<file path="config.mk">
export PLATFORM = sky130hd
export DESIGN_NAME = adc_serial_emulator_flat
export DESIGN_NICKNAME = d
export VERILOG_FILES = /design/src/rtl/adc_serial_emulator_if.sv /design/src/rtl/adc_serial_emulator.sv /design/src/flat_wrapper.sv
export SDC_FILE = /design/constraint.sdc
export NUM_CORES = 1
export LEC_CHECK = 0
export BUFFER_PORTS_ARGS = -buffer_cell sky130_fd_sc_hd__buf_2
export CAP_MARGIN = 10
export CORE_ASPECT_RATIO = 0.5
export CORE_MARGIN = 2
export CORE_UTILIZATION = 25
export CTS_BUF_LIST = sky130_fd_sc_hd__clkbuf_8
export CTS_CLUSTER_DIAMETER = 100
export DETAILED_ROUTE_END_ITERATION = 8
export PLACE_DENSITY = 0.56
export SETUP_SLACK_MARGIN = 0.3
export SKIP_CTS_REPAIR_TIMING = 1
export SLEW_MARGIN = 20
export SYNTH_ARGS = -nofsm -noshare
export SYNTH_HDL_FRONTEND = slang
export SYNTH_SLANG_ARGS = --single-unit
</file>
<file path="constraint.sdc">
create_clock -name clk -period 1.9 [get_ports clk]
set_input_delay 0.38 -clock clk [delete_from_list [all_inputs] [get_ports clk]]
set_output_delay 0.38 -clock clk [all_outputs]
set_load 0.05 [all_outputs]
</file>
<file path="src/rtl/adc_serial_emulator_if.sv">
// ============================================================================
//  Module   : adc_serial_emulator_if
//  Purpose  : ADC pin bundle (CNV/SCK/SDO) plus control and status for the emulator.
//  Revision : 1.0  initial release
// ============================================================================
`default_nettype none

interface adc_serial_emulator_if #(
  parameter int ADC_WIDTH = 16,
  parameter int NUM_CH    = 4,
  parameter int CNT_WIDTH = 16
);
  logic [NUM_CH*ADC_WIDTH-1:0] fake_data;
  logic                        cnv;
  logic                        sck;
  logic                        chain_mode;
  logic                        busy_ind_en;
  logic                        err_clr;
  logic [NUM_CH-1:0]           sdo;
  logic                        busy;
  logic [CNT_WIDTH-1:0]        conv_count;
  logic                        conv_err;
  logic                        sck_err;

  modport master (
    output fake_data, cnv, sck, chain_mode, busy_ind_en, err_clr,
    input  sdo, busy, conv_count, conv_err, sck_err
  );

  modport slave (
    input  fake_data, cnv, sck, chain_mode, busy_ind_en, err_clr,
    output sdo, busy, conv_count, conv_err, sck_err
  );
endinterface

`default_nettype wire

</file>
<file path="src/rtl/adc_serial_emulator.sv">
// ============================================================================
//  Module   : adc_serial_emulator
//  Purpose  : Clocked multi-channel emulation of a CNV/SCK/SDO SAR ADC readout.
//  Revision : 1.0  initial release
// ============================================================================
`default_nettype none

module adc_serial_emulator #(
  parameter int ADC_WIDTH     = 16,
  parameter int NUM_CH        = 4,
  parameter int T_CONV_CYCLES = 29,
  parameter int CNT_WIDTH     = 16
) (
  input wire                   clk,
  input wire                   rst_n,
  adc_serial_emulator_if.slave bus
);

  localparam int C_CHAIN_BITS = NUM_CH * ADC_WIDTH;
  localparam int C_BIT_W      = $clog2(C_CHAIN_BITS + 1);
  localparam int C_TMR_W      = (T_CONV_CYCLES > 1) ? $clog2(T_CONV_CYCLES) : 1;
  localparam logic [C_TMR_W-1:0] C_TMR_LOAD = C_TMR_W'(T_CONV_CYCLES - 1);

  typedef enum logic [2:0] {
    S_IDLE         = 3'd0,
    S_CONVERT      = 3'd1,
    S_WAIT_CNV_LOW = 3'd2,
    S_READY        = 3'd3,
    S_READOUT      = 3'd4
  } state_t;

  state_t                  r_state;
  state_t                  w_state_next;
  logic [2:0]              r_cnv_sync;
  logic [2:0]              r_sck_sync;
  logic [C_TMR_W-1:0]      r_tmr;
  logic [C_BIT_W-1:0]      r_bit_cnt;
  logic [ADC_WIDTH-1:0]    r_data [NUM_CH];
  logic [NUM_CH-1:0]       r_sdo;
  logic                    r_busy;
  logic [CNT_WIDTH-1:0]    r_conv_count;
  logic                    r_conv_err;
  logic                    r_sck_err;
  logic                    r_chain;
  logic                    r_busy_en;

  logic                    w_cnv_rise;
  logic                    w_cnv_fall;
  logic                    w_sck_fall;
  logic                    w_last_bit;
  logic                    w_load;
  logic                    w_conv_done;
  logic                    w_set_ready;
  logic                    w_shift;
  logic                    w_finish;
  logic                    w_conv_err_evt;
  logic                    w_sck_err_evt;
  logic [NUM_CH-1:0]       w_fill;
  logic [NUM_CH-1:0]       w_shift_sdo;
  logic [NUM_CH-1:0]       w_ready_sdo;

  // Stage [1] is the synchronised level, stage [2] the previous level for edge detection.
  assign w_cnv_rise = r_cnv_sync[1] & ~r_cnv_sync[2];
  assign w_cnv_fall = ~r_cnv_sync[1] & r_cnv_sync[2];
  assign w_sck_fall = ~r_sck_sync[1] & r_sck_sync[2];

  assign w_last_bit  = (r_bit_cnt == (r_chain ? C_BIT_W'(C_CHAIN_BITS) : C_BIT_W'(ADC_WIDTH)));
  assign w_ready_sdo = r_busy_en ? (r_chain ? ~NUM_CH'(1) : '0) : '1;

  // In chain mode each channel's register refills from the next channel's MSB, so
  // sdo[0] walks ch0, ch1, ... as one long word.
  for (genvar gi = 0; gi < NUM_CH; gi++) begin : g_lane
    if (gi < NUM_CH - 1) begin : g_link
      assign w_fill[gi] = r_chain & r_data[gi+1][ADC_WIDTH-1];
    end else begin : g_tail
      assign w_fill[gi] = 1'b0;
    end
    if (gi == 0) begin : g_head
      assign w_shift_sdo[gi] = r_data[gi][ADC_WIDTH-1];
    end else begin : g_rest
      assign w_shift_sdo[gi] = r_chain | r_data[gi][ADC_WIDTH-1];
    end
  end

  always_ff @(posedge clk or negedge rst_n) begin
    if (!rst_n) begin
      r_state <= S_IDLE;
    end else begin
      r_state <= w_state_next;
    end
  end

  always_comb begin
    w_state_next   = r_state;
    w_load         = 1'b0;
    w_conv_done    = 1'b0;
    w_set_ready    = 1'b0;
    w_shift        = 1'b0;
    w_finish       = 1'b0;
    w_conv_err_evt = 1'b0;
    w_sck_err_evt  = 1'b0;
    case (r_state)
      S_IDLE: begin
        if (w_cnv_rise) begin
          w_load       = 1'b1;
          w_state_next = S_CONVERT;
        end
      end
      S_CONVERT: begin
        w_conv_err_evt = w_cnv_rise;
        w_sck_err_evt  = w_sck_fall;
        if (r_tmr == '0) begin
          w_conv_done = 1'b1;
          if (r_cnv_sync[1]) begin
            w_state_next = S_WAIT_CNV_LOW;
          end else begin
            w_set_ready  = 1'b1;
            w_state_next = S_READY;
          end
        end
      end
      S_WAIT_CNV_LOW: begin
        if (w_cnv_fall) begin
          w_set_ready  = 1'b1;
          w_state_next = S_READY;
        end
      end
      S_READY: begin
        if (w_cnv_rise) begin
          w_conv_err_evt = 1'b1;
          w_load         = 1'b1;
          w_state_next   = S_CONVERT;
        end else if (w_sck_fall) begin
          w_shift      = 1'b1;
          w_state_next = S_READOUT;
        end
      end
      S_READOUT: begin
        if (w_cnv_rise) begin
          w_conv_err_evt = 1'b1;
          w_load         = 1'b1;
          w_state_next   = S_CONVERT;
        end else if (w_sck_fall) begin
          if (w_last_bit) begin
            w_finish     = 1'b1;
            w_state_next = S_IDLE;
          end else begin
            w_shift = 1'b1;
          end
        end
      end
      default: begin
        w_state_next = S_IDLE;
      end
    endcase
  end

  always_ff @(posedge clk or negedge rst_n) begin
    if (!rst_n) begin
      r_cnv_sync   <= '0;
      r_sck_sync   <= '0;
      r_tmr        <= '0;
      r_bit_cnt    <= '0;
      r_sdo        <= '1;
      r_busy       <= 1'b0;
      r_conv_count <= '0;
      r_conv_err   <= 1'b0;
      r_sck_err    <= 1'b0;
      r_chain      <= 1'b0;
      r_busy_en    <= 1'b0;
      for (int k = 0; k < NUM_CH; k++) begin
        r_data[k] <= '0;
      end
    end else begin
      r_cnv_sync <= {r_cnv_sync[1:0], bus.cnv};
      r_sck_sync <= {r_sck_sync[1:0], bus.sck};
      r_conv_err <= (r_conv_err & ~bus.err_clr) | w_conv_err_evt;
      r_sck_err  <= (r_sck_err & ~bus.err_clr) | w_sck_err_evt;

      if (w_load) begin
        r_tmr     <= C_TMR_LOAD;
        r_busy    <= 1'b1;
        r_sdo     <= '1;
        r_bit_cnt <= '0;
        r_chain   <= bus.chain_mode;
        r_busy_en <= bus.busy_ind_en;
        for (int k = 0; k < NUM_CH; k++) begin
          r_data[k] <= bus.fake_data[k*ADC_WIDTH +: ADC_WIDTH];
        end
      end else begin
        if (r_state == S_CONVERT && r_tmr != '0) begin
          r_tmr <= r_tmr - 1'b1;
        end
        if (w_conv_done) begin
          r_busy       <= 1'b0;
          r_conv_count <= r_conv_count + 1'b1;
        end
        if (w_set_ready) begin
          r_sdo <= w_ready_sdo;
        end
        if (w_shift) begin
          r_sdo     <= w_shift_sdo;
          r_bit_cnt <= r_bit_cnt + 1'b1;
          for (int k = 0; k < NUM_CH; k++) begin
            r_data[k] <= {r_data[k][ADC_WIDTH-2:0], w_fill[k]};
          end
        end
        if (w_finish) begin
          r_sdo     <= '1;
          r_bit_cnt <= '0;
        end
      end
    end
  end

  assign bus.sdo        = r_sdo;
  assign bus.busy       = r_busy;
  assign bus.conv_count = r_conv_count;
  assign bus.conv_err   = r_conv_err;
  assign bus.sck_err    = r_sck_err;

endmodule

`default_nettype wire

</file>
<file path="src/flat_wrapper.sv">
// flat-port wrapper written by rule: the top's interface ports become plain ports
module adc_serial_emulator_flat 
#(
  parameter int ADC_WIDTH     = 16,
  parameter int NUM_CH        = 4,
  parameter int T_CONV_CYCLES = 29,
  parameter int CNT_WIDTH     = 16
)
  (clk, rst_n, bus_fake_data, bus_cnv, bus_sck, bus_chain_mode, bus_busy_ind_en, bus_err_clr, bus_sdo, bus_busy, bus_conv_count, bus_conv_err, bus_sck_err);
  adc_serial_emulator_if #(.ADC_WIDTH(ADC_WIDTH), .NUM_CH(NUM_CH), .CNT_WIDTH(CNT_WIDTH)) bus_i ();
  input wire clk;
  input wire rst_n;
  input wire logic [$bits(bus_i.fake_data)-1:0] bus_fake_data;
  input wire logic [$bits(bus_i.cnv)-1:0] bus_cnv;
  input wire logic [$bits(bus_i.sck)-1:0] bus_sck;
  input wire logic [$bits(bus_i.chain_mode)-1:0] bus_chain_mode;
  input wire logic [$bits(bus_i.busy_ind_en)-1:0] bus_busy_ind_en;
  input wire logic [$bits(bus_i.err_clr)-1:0] bus_err_clr;
  output wire logic [$bits(bus_i.sdo)-1:0] bus_sdo;
  output wire logic [$bits(bus_i.busy)-1:0] bus_busy;
  output wire logic [$bits(bus_i.conv_count)-1:0] bus_conv_count;
  output wire logic [$bits(bus_i.conv_err)-1:0] bus_conv_err;
  output wire logic [$bits(bus_i.sck_err)-1:0] bus_sck_err;
  assign bus_i.fake_data = bus_fake_data;
  assign bus_i.cnv = bus_cnv;
  assign bus_i.sck = bus_sck;
  assign bus_i.chain_mode = bus_chain_mode;
  assign bus_i.busy_ind_en = bus_busy_ind_en;
  assign bus_i.err_clr = bus_err_clr;
  assign bus_sdo = bus_i.sdo;
  assign bus_busy = bus_i.busy;
  assign bus_conv_count = bus_i.conv_count;
  assign bus_conv_err = bus_i.conv_err;
  assign bus_sck_err = bus_i.sck_err;
  adc_serial_emulator #(.ADC_WIDTH(ADC_WIDTH), .NUM_CH(NUM_CH), .T_CONV_CYCLES(T_CONV_CYCLES), .CNT_WIDTH(CNT_WIDTH)) u_core (.clk(clk), .rst_n(rst_n), .bus(bus_i));
endmodule
</file>
# Word level (Yosys, flattened, before mapping)
# Cells that the tools add are included.
[word_totals]
reg_bits = 110
input_bits = 71
word_cells = 107
[classes]
add_sub_neg = 3
n_eq_ne = 11
n_mux = 46
reduce_logical = 13
bitwise = 18
[op_table]
columns = ["operator", "count"]
rows = [
  ["2-to-1 mux 64 bit", 2],
  ["2-to-1 mux 7 bit", 4],
  ["2-to-1 mux 3 bit", 8],
  ["2-to-1 mux 4 bit", 6],
  ["2-to-1 mux 1 bit", 20],
  ["adder 16 x 1 -> 16 bit (second input constant)", 1],
  ["case mux 3 bit (5 select lines)", 1],
  ["2-to-1 mux 5 bit", 2],
  ["inequality test 3 x 1 -> 1 bit (second input constant)", 3],
  ["bitwise AND 1 bit", 8],
  ["adder 7 x 1 -> 7 bit (second input constant)", 1],
  ["equality test 7 bit", 1],
  ["equality test 3 x 2 -> 1 bit (second input constant)", 2],
  ["inequality test 2 x 1 -> 1 bit (second input constant)", 3],
  ["case mux 1 bit (2 select lines)", 3],
  ["AND reduction 6 bit", 1],
  ["nonzero test 2 bit", 3],
  ["zero test 5 bit", 1],
  ["NOT 1 bit", 5],
  ["bitwise OR 1 bit", 5],
  ["nonzero test 5 bit", 1],
  ["subtractor 5 x 1 -> 5 bit (second input constant)", 1],
  ["nonzero test 4 bit", 1],
  ["equality test 3 x 1 -> 1 bit (second input constant)", 1],
  ["other kinds (7)", 7],
]

# Depth between registers and ports, before layout
[depth]
word_depth = 9
mapped_depth = 9

# Worst setup path before layout
# No wires, ideal clock.
[synth_path]
path_type = "flip-flop to flip-flop"
startpoint = "register u_core.r_bit_cnt[0]"
endpoint = "register u_core.r_data[30] in the netlist's numbering"
required_time_ns = 1.778
setup_slack_ns = -0.209
arrival_time_ns = 1.986
path_stages_with_launch = 10
n_path_buf = 2
period_less_slack_ns = 2.109
cell_sequence = "dfrtp_1 > inv_1 > ha_1 > or4b_4 > a211oi_4 > nor2_1 > buf_2 > buf_2 > a21oi_1 > a21oi_1"
[synth_between]
elab_chain_cells = 6
[synth_lines]
columns = ["element", "line", "source"]
rows = [
  ["from (decl)", "adc_serial_emulator.sv:37", "logic [C_BIT_W-1:0] r_bit_cnt;"],
  ["from (signal assigned)", "adc_serial_emulator.sv:203", "r_bit_cnt <= r_bit_cnt + 1'b1;"],
  ["equality test 7 bit", "adc_serial_emulator.sv:67", "assign w_last_bit = (r_bit_cnt == (r_chain ? C_BIT_W'(C_CHAIN_BITS) : C_BIT_W'(ADC_WIDTH)));"],
  ["2-to-1 mux 1 bit", "adc_serial_emulator.sv:144", "if (w_last_bit) begin"],
  ["2-to-1 mux 1 bit", "adc_serial_emulator.sv:143", "end else if (w_sck_fall) begin"],
  ["2-to-1 mux 1 bit", "adc_serial_emulator.sv:139", "if (w_cnv_rise) begin"],
  ["case mux 1 bit (2 select lines)", "adc_serial_emulator.sv:102", "case (r_state)"],
  ["nonzero test 2 bit (no source line)", "n/a", ""],
  ["to (signal, indexed assignment)", "adc_serial_emulator.sv:188", "r_data[k] <= bus.fake_data[k*ADC_WIDTH +: ADC_WIDTH];"],
  ["to (signal, indexed assignment)", "adc_serial_emulator.sv:205", "r_data[k] <= {r_data[k][ADC_WIDTH-2:0], w_fill[k]};"],
  ["to (decl)", "adc_serial_emulator.sv:38", "logic [ADC_WIDTH-1:0] r_data [NUM_CH];"],
]
# Every way passes these cells.
# A chain may end at the register's enable or synchronous reset.

# Worst setup path after layout
[layout_path]
startpoint = "register u_core.r_bit_cnt[1]"
endpoint = "register u_core.r_data[6] in the netlist's numbering"
# Same word-level chain as after synthesis.

==> results.yml <==
die:
  ios: 94
  initial_core_util_pct: 25.7
  die_y_um: 104
  die_w_um: 205
  core_sq_um: 19600
  die_area_sq_um: 21400
  rows: 36
synthesis:
  synthMuxAreaShare_pct: 1.22
  synthesis.area_sq_um: 5040
  synthFlopType: "dfrtp_1"
  ys_seq_area_share_pct: 54.8
  async_flop_share_pct: 100
  yosysWarningCount: 0
  synthAdderAreaFrac_pct: 1.24
  syn-num-nets: 626
  synth_compound_area_share_pct: 16.2
  synth_enable_flop_cells: 0
  synth_top_family_by_area: "simple AND/OR/NAND/NOR gates"
  synth.avg_cell_area_sq_um: 9.16
  syn_inst: 550
  synth_xor_xnor_area_share_pct: 3.83
  synthSimpleGateAreaFrac_pct: 18.8
  ys_ff_latch: 110
  netlist-cell-type-count: 48
place:
  hpwl_um: 8860
  place_ws_ps: -196
  dp_cells: 921
  placed_area_sq_um: 6200
  gp_routability_congestion: 0.779
  port_buffers: 93
status:
  outcome: "finished, violations left"
  violations: "setup timing"
layout:
  seq_area_sq_um: 2760
  multi_input_area_sq_um: 2630
  final_cell_area_sq_um: 7150
  instances_no_fill: 958
  fin_nets: 763
  area_growth_pct: 41.9
  insertedDiodeCount: 0
  drive_above_1_share_pct: 42.3
  nFillCells: 2013
timing:
  slew_viol_final: 0
  fin_crit_sh_pct: 111
  setup_tns_ps: -10750
  maxSlewHeadroom_pct: 70.4
  min_period_ps: 2110
  fin_skew_ps: 20.0
  whs_ps: 100
  finalHoldViolCount: 0
  timing.fmax_mhz: 474
  worst-slew-pin-transition_ps: 445
  finalSetupViolations: 72
  rsz0062_at_grt: "yes"
  fin_ws_ps: -209
clock_network:
  clk_latency_ps: 380
  root_buffer: "clkbuf_8"
  cts_buffers: 9
  clock_sinks: 110
  ctsHtreeMaxLevel: 3
  cts_buffer_depth: 2
  clk_pin_slew_worst_paths_ps: 120
  cts_tree: "yes"
detailed_routing:
  wl_per_cell_um: 14.0
  vias: 4432
  vias_per_cell: 4.63
  drc_errors: 0
  drt-total-wl_um: 13400
  drt_iter0_drc: 199
  firstDrtPassIters: 4
  ant_nets: 0
global_routing:
  antenna_found_initial: 0
  track_usage_pct: 11.9
  grt-ovfl-total: 0
  grt_max_degree: 39
  grt_pass1_wl_um: 20700
  grt_pass1_vias: 4252
worst_setup_path:
  end_kind: "flop"
  crit_type: "reg2reg"
  path_max_fanout: 7
  required_ps: 2170
  critPathLaunchType: "flop"
  cp.arrival_ps: 2380
power_and_ir_drop:
  powerDensity_nw_per_um2: 1130
  ir_worst_vdd_uv: 508
  leakagePower_nw: 3.26
worst_hold_path:
  worst_hold_path_type: "in2reg"
job:
  cap_viol_max_count: 0
[critical path: stages, from the launching register on]
cell	delay [ps]
dfrtp_1	400
inv_2	60
ha_1	120
or4b_4	490
a211oi_4	270
buf_6	160
nor2_2	90
clkbuf_16	170
a21oi_2	150
a21oi_1	90
[synthesized netlist by cell type, types with 3 or more instances]
master      n  area [sq um]
a21oi_1   130           651
dfrtp_1   106          2650
nand2_1    88           330
nor2_1     76           285
xnor2_1    20           175
buf_2      12          60.1
clkbuf_1   11          41.3
inv_1       8          30.0
buf_1       7          26.3
nand3_1     7          35.0
a31oi_1     5          31.3
ha_1        5          62.6
mux2i_1     5          50.1
nand4_1     5          31.3
and3_1      4          25.0
and4_1      4          35.0
buf_4       4          30.0
dfstp_2     4           105
nor2b_1     4          25.0
nor3_1      4          20.0
o21ai_1     4          20.0
nand2b_1    3          18.8
nand3b_1    3          22.5
o21ai_0     3          15.0
[sequential cells by signal, indices dropped and copies added, names as in the netlist]
name	count
u_core.bus.busy	1
u_core.bus.conv_count	16
u_core.bus.conv_err	1
u_core.bus.sck_err	1
u_core.bus.sdo	4
u_core.r_bit_cnt	7
u_core.r_busy_en	1
u_core.r_chain	1
u_core.r_cnv_sync	3
u_core.r_data	64
u_core.r_sck_sync	3
u_core.r_state	3
u_core.r_tmr	5
[final cells by class]
cell class / instances / share of cell area, %
sequential: 110 / 38.7
multi-input combinational: 399 / 36.7
timing repair buffer: 159 / 16.6
tap: 266 / 4.66
clock buffer: 9 / 1.73
clock inverter: 7 / 1.21
inverter: 8 / 0.420
[kinds of logic (layout without fill, tap and decap cells)]
| family | Yosys count | count (layout) |
|---|---|---|
| AND/OR/NAND/NOR | 211 | 213 |
| XOR/XNOR | 22 | 22 |
| flip-flops | 110 | 110 |
| buffers and inverters | 43 | 183 |
| AO/OA/AOI/OAI | 153 | 153 |
| adder cells (fa/ha/maj) | 5 | 5 |
| multiplexers | 6 | 6 |
[layer usage]
layer	wire length [um]	part of all wire, %	track usage, %	vias up
li1	-	-	-	2130
met3	359	2.7	2.22	14
met1	6290	47	16.2	2215
met5	0	0	0	-
met4	163	1.2	3.26	0
met2	6630	49	19.3	73
[report_power, final]
part | total [W] | switching (W) | internal [W]
logic | 0.00273 | 0.00148 | 0.00125
clock network | 0.00145 | 0.000918 | 0.000530
registers | 0.00388 | 0.000675 | 0.00320
total | 0.00806 | 0.00308 | 0.00498
[worst paths after layout]
path	startpoint	endpoint	slack (ps)	cells past startpoint
min in group asynchronous	rst_n	u_core.r_bit_cnt[6]$_DFFE_PN0P_	470	2
worst max-delay path	u_core.r_bit_cnt[1]$_DFFE_PN0P_	u_core.r_data[6]$_DFFE_PN0P_	-210	9
worst min register to register	u_core.r_cnv_sync[0]$_DFF_PN0_	u_core.r_cnv_sync[1]$_DFF_PN0_	370	0
worst max register to register	u_core.r_bit_cnt[1]$_DFFE_PN0P_	u_core.r_data[6]$_DFFE_PN0P_	-210	9
worst min-delay path	bus_sck	u_core.r_sck_sync[0]$_DFF_PN0_	100	1
max in group asynchronous	rst_n	u_core.r_data[3]$_DFFE_PN0P_	850	3
[cell usage in the layout, fill, tap and decap left out, drive strengths merged, types with 4 or more instances in the layout]
| cell type | instances |
|---|---|
| clkbuf | 18 |
| nand2 | 88 |
| dfrtp | 106 |
| nor2 | 78 |
| buf | 149 |
| inv | 10 |
| xnor2 | 20 |
| a31oi | 5 |
| dfstp | 4 |
| nor2b | 4 |
| and3 | 4 |
| nand3 | 7 |
| nand4 | 5 |
| and4 | 4 |
| o21ai | 7 |
| mux2i | 5 |
| ha | 5 |
| clkinv | 5 |
| a21oi | 130 |
| nor3 | 4 |
[per-stage QoR]
step | util, % | power (W)
after global routing | 36.5 | 0.00862
after global placement | 31.6 | 0.00587
after detailed placement | 31.6 | 0.00596
after CTS | 32.7 | 0.00744
after floorplan | - | 0.00522
final | 36.5 | 0.00806
Note: power is estimated with default switching activity, not from simulation.
